`config.mk`:
```
export PLATFORM = sky130hd
export DESIGN_NAME = serial_adder
export DESIGN_NICKNAME = d
export VERILOG_FILES = /design/src/rtl/serial_adder.sv
export SDC_FILE = /design/constraint.sdc
export NUM_CORES = 1
export LEC_CHECK = 0
export CAP_MARGIN = 20
export CORE_ASPECT_RATIO = 1.5
export CORE_MARGIN = 2
export CORE_UTILIZATION = 40
export DETAILED_ROUTE_END_ITERATION = 16
export PLACE_DENSITY = 0.65
export SLEW_MARGIN = 20
export SYNTH_ARGS = -nofsm -noshare
export SYNTH_HDL_FRONTEND = slang
export SYNTH_SLANG_ARGS = --single-unit
```
`constraint.sdc`:
```
create_clock -name clk -period 1.8 [get_ports clk]
set_input_delay 0.18 -clock clk [delete_from_list [all_inputs] [get_ports clk]]
set_output_delay 0.18 -clock clk [all_outputs]
set_load 0.05 [all_outputs]
```
`src/rtl/serial_adder.sv`:
```
// Bit-serial WIDTH-bit adder: one full-adder slice and a carry flop, LSB first.
// Optional scan chain over every flop when SERIAL_ADDER_SCAN_EN is defined.
module serial_adder #(
  parameter int WIDTH = 8,
  localparam int CNT_W = $clog2(WIDTH)
) (
  input  logic             clk,
  input  logic             rst_n,
  input  logic             start,
  input  logic [WIDTH-1:0] a,
  input  logic [WIDTH-1:0] b,
  input  logic             cin,
  output logic             busy,
  output logic             done,
  output logic [WIDTH-1:0] sum,
  output logic             cout
`ifdef SERIAL_ADDER_SCAN_EN
  ,
  input  logic             scan_en,
  input  logic             scan_in,
  output logic             scan_out
`endif
);

  localparam logic [1:0] S_IDLE = 2'd0;
  localparam logic [1:0] S_RUN  = 2'd1;
  localparam logic [1:0] S_DONE = 2'd2;
  localparam logic [CNT_W-1:0] LAST = CNT_W'(WIDTH - 1);

  logic [1:0]       r_state, w_state_nxt, w_state_d;
  logic [CNT_W-1:0] r_count, w_count_nxt, w_count_d;
  logic             r_carry, w_carry_nxt, w_carry_d;
  logic [WIDTH-1:0] r_a, w_a_nxt, w_a_d;
  logic [WIDTH-1:0] r_b, w_b_nxt, w_b_d;
  logic [WIDTH-1:0] r_sum_sr, w_sum_sr_nxt, w_sum_sr_d;
  logic [WIDTH-1:0] r_sum, w_sum_nxt, w_sum_d;
  logic             r_cout, w_cout_nxt, w_cout_d;
  logic             w_s, w_maj, w_last;

  assign w_s    = r_a[0] ^ r_b[0] ^ r_carry;
  assign w_maj  = (r_a[0] & r_b[0]) | (r_a[0] & r_carry)
                | (r_b[0] & r_carry);
  assign w_last = (r_count == LAST);

  always_ff @(posedge clk or negedge rst_n) begin
    if (!rst_n) r_state <= S_IDLE;
    else        r_state <= w_state_d;
  end

  // DONE and the unused code both fall back to IDLE
  always_comb begin
    w_state_nxt = r_state;
    case (r_state)
      S_IDLE:  if (start) w_state_nxt = S_RUN;
      S_RUN:   if (w_last) w_state_nxt = S_DONE;
      default: w_state_nxt = S_IDLE;
    endcase
  end

  always_comb begin
    busy = (r_state == S_RUN);
    done = (r_state == S_DONE);
  end

  always_comb begin
    w_count_nxt  = r_count;
    w_carry_nxt  = r_carry;
    w_a_nxt      = r_a;
    w_b_nxt      = r_b;
    w_sum_sr_nxt = r_sum_sr;
    w_sum_nxt    = r_sum;
    w_cout_nxt   = r_cout;
    if (r_state == S_IDLE && start) begin
      w_a_nxt      = a;
      w_b_nxt      = b;
      w_carry_nxt  = cin;
      w_count_nxt  = '0;
      w_sum_sr_nxt = '0;
    end else if (r_state == S_RUN) begin
      w_carry_nxt  = w_maj;
      w_a_nxt      = {1'b0, r_a[WIDTH-1:1]};
      w_b_nxt      = {1'b0, r_b[WIDTH-1:1]};
      w_sum_sr_nxt = {w_s, r_sum_sr[WIDTH-1:1]};
      w_count_nxt  = r_count + 1'b1;
      if (w_last) begin
        w_sum_nxt  = {w_s, r_sum_sr[WIDTH-1:1]};
        w_cout_nxt = w_maj;
      end
    end
  end

`ifdef SERIAL_ADDER_SCAN_EN
  localparam int CHAIN_W = 2 + CNT_W + 1 + 4 * WIDTH + 1;

  // Chain minus its tail flop (cout), which drives scan_out directly
  logic [CHAIN_W-2:0] w_chain;
  assign w_chain  = {r_state, r_count, r_carry, r_a, r_b,
                     r_sum_sr, r_sum};
  assign scan_out = r_cout;

  assign {w_state_d, w_count_d, w_carry_d, w_a_d, w_b_d,
          w_sum_sr_d, w_sum_d, w_cout_d} =
    scan_en ? {scan_in, w_chain}
            : {w_state_nxt, w_count_nxt, w_carry_nxt, w_a_nxt,
               w_b_nxt, w_sum_sr_nxt, w_sum_nxt, w_cout_nxt};
`else
  assign {w_state_d, w_count_d, w_carry_d, w_a_d, w_b_d,
          w_sum_sr_d, w_sum_d, w_cout_d} =
    {w_state_nxt, w_count_nxt, w_carry_nxt, w_a_nxt,
     w_b_nxt, w_sum_sr_nxt, w_sum_nxt, w_cout_nxt};
`endif

  always_ff @(posedge clk or negedge rst_n) begin
    if (!rst_n) begin
      r_count  <= '0;
      r_carry  <= 1'b0;
      r_a      <= '0;
      r_b      <= '0;
      r_sum_sr <= '0;
      r_sum    <= '0;
      r_cout   <= 1'b0;
    end else begin
      r_count  <= w_count_d;
      r_carry  <= w_carry_d;
      r_a      <= w_a_d;
      r_b      <= w_b_d;
      r_sum_sr <= w_sum_sr_d;
      r_sum    <= w_sum_d;
      r_cout   <= w_cout_d;
    end
  end

  assign sum  = r_sum;
  assign cout = r_cout;

endmodule
```
==> impl_metrics.yaml, run 1 <==
logic_synthesis:
  yosys_warnings: 0
  ys_top_cells_by_area: "dfrtp_1, o22ai_1, mux2_4"
  synth_top_family_by_area: "compound AO/OA/AOI/OAI gates"
  synth_area_leader_cell: "dfrtp_1"
  postSynthNetCount: 158
  synthXorXnorAreaFrac_pct: 0
  avgSynthCellArea_um2: 12.4
  ys_seq_elements: 38
  synthCells: 135
  synth_cell_types: 22
  synth_compound_area_share_pct: 22.2
  ys_seq_area_share_pct: 56.9
  synthMuxAreaShare_pct: 8.09
  synth_adder_area_share_pct: 2.70
  yosysTopAreaCellShare_pct: 56.9
  syn-cell-area_um2: 1670
  synth-simple-area-share_pct: 4.57
cts:
  hold_buffers: 0
  cts_tree: "yes"
  cts-root-buf: "clkbuf_8"
  cts_resized: 0
  cts-htree-levels: 2
  numCtsBuffers: 5
  clk-insertion-delay-late_ps: 280
  numClockSinks: 38
  clockBufferDepth: 2
  post_cts_buffers: 0
  clk_pin_slew_ps: 80
worst_setup_path:
  crit_slowest_cell: "clkdlybuf4s50_1"
  worstSetupEndpointType: "output pin"
  crit_cells: 1
  crit_fanout: 2
  cpPeakStageDelay_ps: 800
  cp_top_family: "buffers and inverters"
  crit_arrival_ps: 1450
  path_buf_inv: 1
  reg2reg_depth: 4
  critPathRequiredTime_ps: 1620
  critPathKind: "reg -> out"
  path_cells: "clkdlybuf4s50_1"
  critPathLaunchType: "flip-flop"
  r2r_end: "sum[1]"
  regToRegStartpoint: "r_state[0]"
  r2r_slack_ps: 330
floorplanning:
  die_w_um: 56.8
  start_util_pct: 41.8
  core-area_um2: 3990
  top_level_ports: 31
  fp-row-count: 28
  die_area_um2: 4720
  dieHeight_um: 83.1
flow_run:
  cap_violations: 0
placement:
  dpl_worst_slack_ps: 252
  port_buffers: 30
  routabilityCongestion: 0.735
  dp_hpwl_um: 2270
  place_inst: 204
timing:
  fmax_mhz: 614
  skew_ps: 5.39
  setup_viol: 0
  finalMaxSlewViolations: 0
  rsz0062_at_grt: "false"
  relSlewSlack_pct: 64.2
  tightestPinTransition_ps: 538
  hold_viol: 0
  fin_crit_sh_pct: 90.4
  fin_setup_tns_ps: 0
  post-route-min-period_ps: 1630
  worst_slack_ps: 172
route:
  viasPerCell: 5.76
  drt_first_pass_iters: 4
  drt_iter0_markers: 34
  num_vias: 1221
  drc: 0
  wl_um: 3310
  ant_nets: 0
  wl_per_cell_um: 15.6
cells_and_area:
  final_util_pct: 52.7
  drive_above_1_share_pct: 15.6
  area_delta_synth_final_pct: 26.0
  final_cells: 212
  diodes: 0
  layout.nets: 189
global_routing:
  grt_pass1_vias: 1237
  grt_max_degree: 39
  antenna_found_initial: 0
  grt_usage_pct: 15.2
  overflow: 0
  grt_pass1_wl_um: 5800
power:
  power.leakage_nw: 0.923
  pwr_density_cell_nw_per_um2: 1850
  peakVddDrop_mv: 1.08
  power_mw: 3.88
status:
  status: "complete, no violations"
worst_hold_path:
  hold_class: "in -> async"
## worst reg2reg max path, stage by stage, from the launching register on
cell,delay (ps)
dfrtp_1,530
nand2b_4,210
inv_6,180
nand2_8,120
mux2_4,320
## synth_stat cells (all sizes together)
library cell and count:
buf 8, nand2b 2, ha 2, mux2 9, dfrtp 38, fa 1, o21bai 1, o21ai 6
nor2 2, a21oi 16, or4b 1, and2b 1, clkbuf 2, inv 5, a22o 9, o22ai 28
nand2 4
## how the worst max path moves through the flow
stage | from | to | slack, ps
3_3_place_gp | start | r_a[0] | 290
3_5_place_dp | start | r_a[1] | 250
6_report | sum[6] | sum[6] | 170
5_1_grt | sum[7] | sum[7] | 120
2_1_floorplan | r_state[1] | done | 260
4_1_cts | sum[1] | sum[1] | 160
## cell families (layout without fill, tap and decap cells)
| kind of cell | count (synthesis) | in the layout |
|---|---|---|
| adders and majority gates | 3 | 3 |
| buffers and inverters | 15 | 47 |
| DFF | 38 | 38 |
| muxes | 9 | 9 |
| and+or+nand+nor | 10 | 10 |
| AOI/OAI and AO/OA | 60 | 60 |
## metrics by stage
stage / cell area (um2) / hold WS (ps)
2_1_floorplan: 1670 / -116
3_3_place_gp: 2010 / 485
3_5_place_dp: 2010 / 492
4_1_cts: 2100 / 333
5_1_grt: 2100 / 352
6_report: 2100 / 308
## placed cells by master, fill, tap and decap left out, types with 2 or more instances in the layout
cell and count:
a21oi_1 16, a22o_1 9, buf_12 2, buf_4 4, clkbuf_8 6, clkdlybuf4s50_1 28
dfrtp_1 38, ha_1 2, inv_1 4, mux2_4 9, nand2_1 3, nor2_1 2
o21ai_0 6, o22ai_1 28
## power by group
group          switching (mW)  internal (mW)
Combinational           0.946          0.796
Clock                   0.293          0.308
Sequential              0.296           1.25
Total                    1.53           2.35
## metal layers
layer | global-route usage [%] | wire [um] | part of all wire, % | up-vias
li1 | - | - | - | 569
met1 | 19.5 | 1430 | 43 | 600
met2 | 25.5 | 1670 | 51 | 47
met3 | 3.12 | 165 | 5.0 | 5
met4 | 5.07 | 34 | 1.0 | 0
met5 | 0 | 0 | 0 | -
## registers in the layout, summed over array words and instances (netlist names)
signal,cells
sum,8
r_carry,1
cout,1
r_sum_sr,7
r_b,8
r_count,3
r_state,2
r_a,8
## cell type report
type	count	area, um2
Clock buffer	6	82.6
Inverter	5	23.8
Sequential cell	38	951
Timing Repair Buffer	34	350
Multi-Input combinational cell	82	628
Tap cell	45	56.3
Fill cell	382	1890
Clock inverter	2	12.5
Note: power is estimated with default switching activity, not from simulation.
==> run 2: changes to the inputs <==
--- a/config.mk
+++ b/config.mk
@@ -7,7 +7,6 @@
 export LEC_CHECK = 0
 export CAP_MARGIN = 20
 export CORE_ASPECT_RATIO = 1.5
-export CORE_MARGIN = 2
 export CORE_UTILIZATION = 40
 export DETAILED_ROUTE_END_ITERATION = 16
 export PLACE_DENSITY = 0.65
==> run 2 against run 1 <==
Net effect:
- worst hold slack better by 9.9 ps
- register-to-register slack barely moved
- clock power increased by 17%
- critical endpoint is now cout
- wire length is 0.70% higher
- fmax down 0.52%
==> impl_metrics.yaml, run 2 (synthesized netlist as in run 1, its figures left out) <==
status:
  status: "complete, no violations"
power:
  peakVddDrop_mv: 1.22
  pwr_density_cell_nw_per_um2: 1880
  seq_power_share_pct: 38.7
  p_clk_share_pct: 17.6
  internal_power_mw: 2.45
  power.leakage_nw: 0.934
  p_sw_mw: 1.53
  sw_frac_of_total_pct: 38.5
  comb_power_share_pct: 43.7
cts:
  cts_tree: "yes"
  numClockSinks: 38
  numCtsBuffers: 5
  post_cts_buffers: 0
  clockBufferDepth: 2
  clk-insertion-delay-late_ps: 290
  cts-root-buf: "clkbuf_8"
  clk_pin_slew_ps: 70
  hold_buffers: 0
  cts-htree-levels: 2
  cts_resized: 0
floorplanning:
  fp-row-count: 28
  die_area_um2: 4440
  die_w_um: 54.8
  start_util_pct: 42.2
  dieHeight_um: 81.1
  core-area_um2: 3960
  top_level_ports: 31
timing:
  finalMaxSlewViolations: 0
  skew_ps: 3.95
  post-route-min-period_ps: 1640
  fmax_mhz: 611
  setup_viol: 0
  hold_viol: 0
  fin_setup_tns_ps: 0
  rsz0062_at_grt: "false"
  fin_crit_sh_pct: 90.9
  relSlewSlack_pct: 64.5
  tightestPinTransition_ps: 533
flow_run:
  cap_violations: 0
cells_and_area:
  final_common_cell: "dfrtp_1"
  drive_above_1_share_pct: 15.6
  layout.nets: 189
  fillers: 358
  diodes: 0
  mostFrequentLayoutCells: "dfrtp_1, o22ai_1, clkdlybuf4s50_1, a21oi_1"
  final_cells: 212
  multi_input_area_um2: 628
  final_util_pct: 53.5
  design_area_um2: 2120
  area_delta_synth_final_pct: 26.8
  ff_latch_area_um2: 951
worst_setup_path:
  crit_fanout: 2
  reg2reg_depth: 4
  path_buf_inv: 1
  critPathKind: "reg -> out"
  crit_slowest_cell: "clkdlybuf4s50_1"
  critPathRequiredTime_ps: 1620
  crit_arrival_ps: 1460
  cpPeakStageDelay_ps: 810
  crit_cells: 1
  path_cells: "clkdlybuf4s50_1"
  cp_top_family: "buffers and inverters"
  critPathLaunchType: "flip-flop"
  regToRegStartpoint: "r_state[1]"
  worstSetupEndpointType: "output pin"
  startpoint: "cout"
global_routing:
  grt_pass1_wl_um: 5510
  grt_pass1_vias: 1254
  antenna_found_initial: 0
  overflow: 0
  grt_max_degree: 39
  grt_usage_pct: 17.2
worst_hold_path:
  hold_class: "in -> async"
route:
  num_vias: 1234
  wl_per_cell_um: 15.7
  drc: 0
  ant_nets: 0
  drt_iter0_markers: 31
  drt_first_pass_iters: 4
  viasPerCell: 5.82
  wl_um: 3330
placement:
  port_buffers: 30
  routabilityCongestion: 0.711
  dp_hpwl_um: 2330
  place_area_um2: 2010
  place_inst: 204
run 2: changes by cell type in the layout (fill, tap and decap cells not counted), sizes merged:
cell	delta
bufinv	+1
clkbuf	-1
clkinv	+1
clkinvlp	-1
run 2: layout make-up:
class	count	share of cell area (%)
sequential	38	44.9
multi-input combinational	82	29.7
timing repair buffer	34	16.5
clock buffer	5	3.25
tap	45	2.66
clock inverter	3	1.89
inverter	5	1.12
run 2: power by group through the flow:
stage / clock, mW / sequential, mW / combinational [mW]
global route: 0.752 / 1.60 / 1.89
detailed placement: 0 / 1.56 / 1.76
finish: 0.700 / 1.54 / 1.74
CTS: 0.716 / 1.54 / 1.76
floorplan: 0 / 1.80 / 1.04
global placement: 0 / 1.53 / 1.71
run 2: worst paths after layout:
path,to,slack (ps)
max,cout,160
min reg2reg,r_count[0],510
max in group asynchronous,r_carry,1150
min in group clk,r_b[7],440
max reg2reg,cout,340
min,r_sum_sr[1],320
run 2: stage by stage:
step                      total power [mW]  hold WS [ps]  setup WS (ps)
after global routing                  4.24           374            109
after floorplan                       2.84          -116            258
after CTS                             4.02           324            140
after detailed placement              3.31           491            293
final                                 3.99           318            164
after global placement                3.24           484            322
run 2: layer usage:
metal	track usage (%)	vias up	wire length, um
met5	0	-	0
met3	6.18	7	198
met1	19.3	611	1390
li1	-	570	-
met2	29.0	46	1690
met4	5.38	0	59
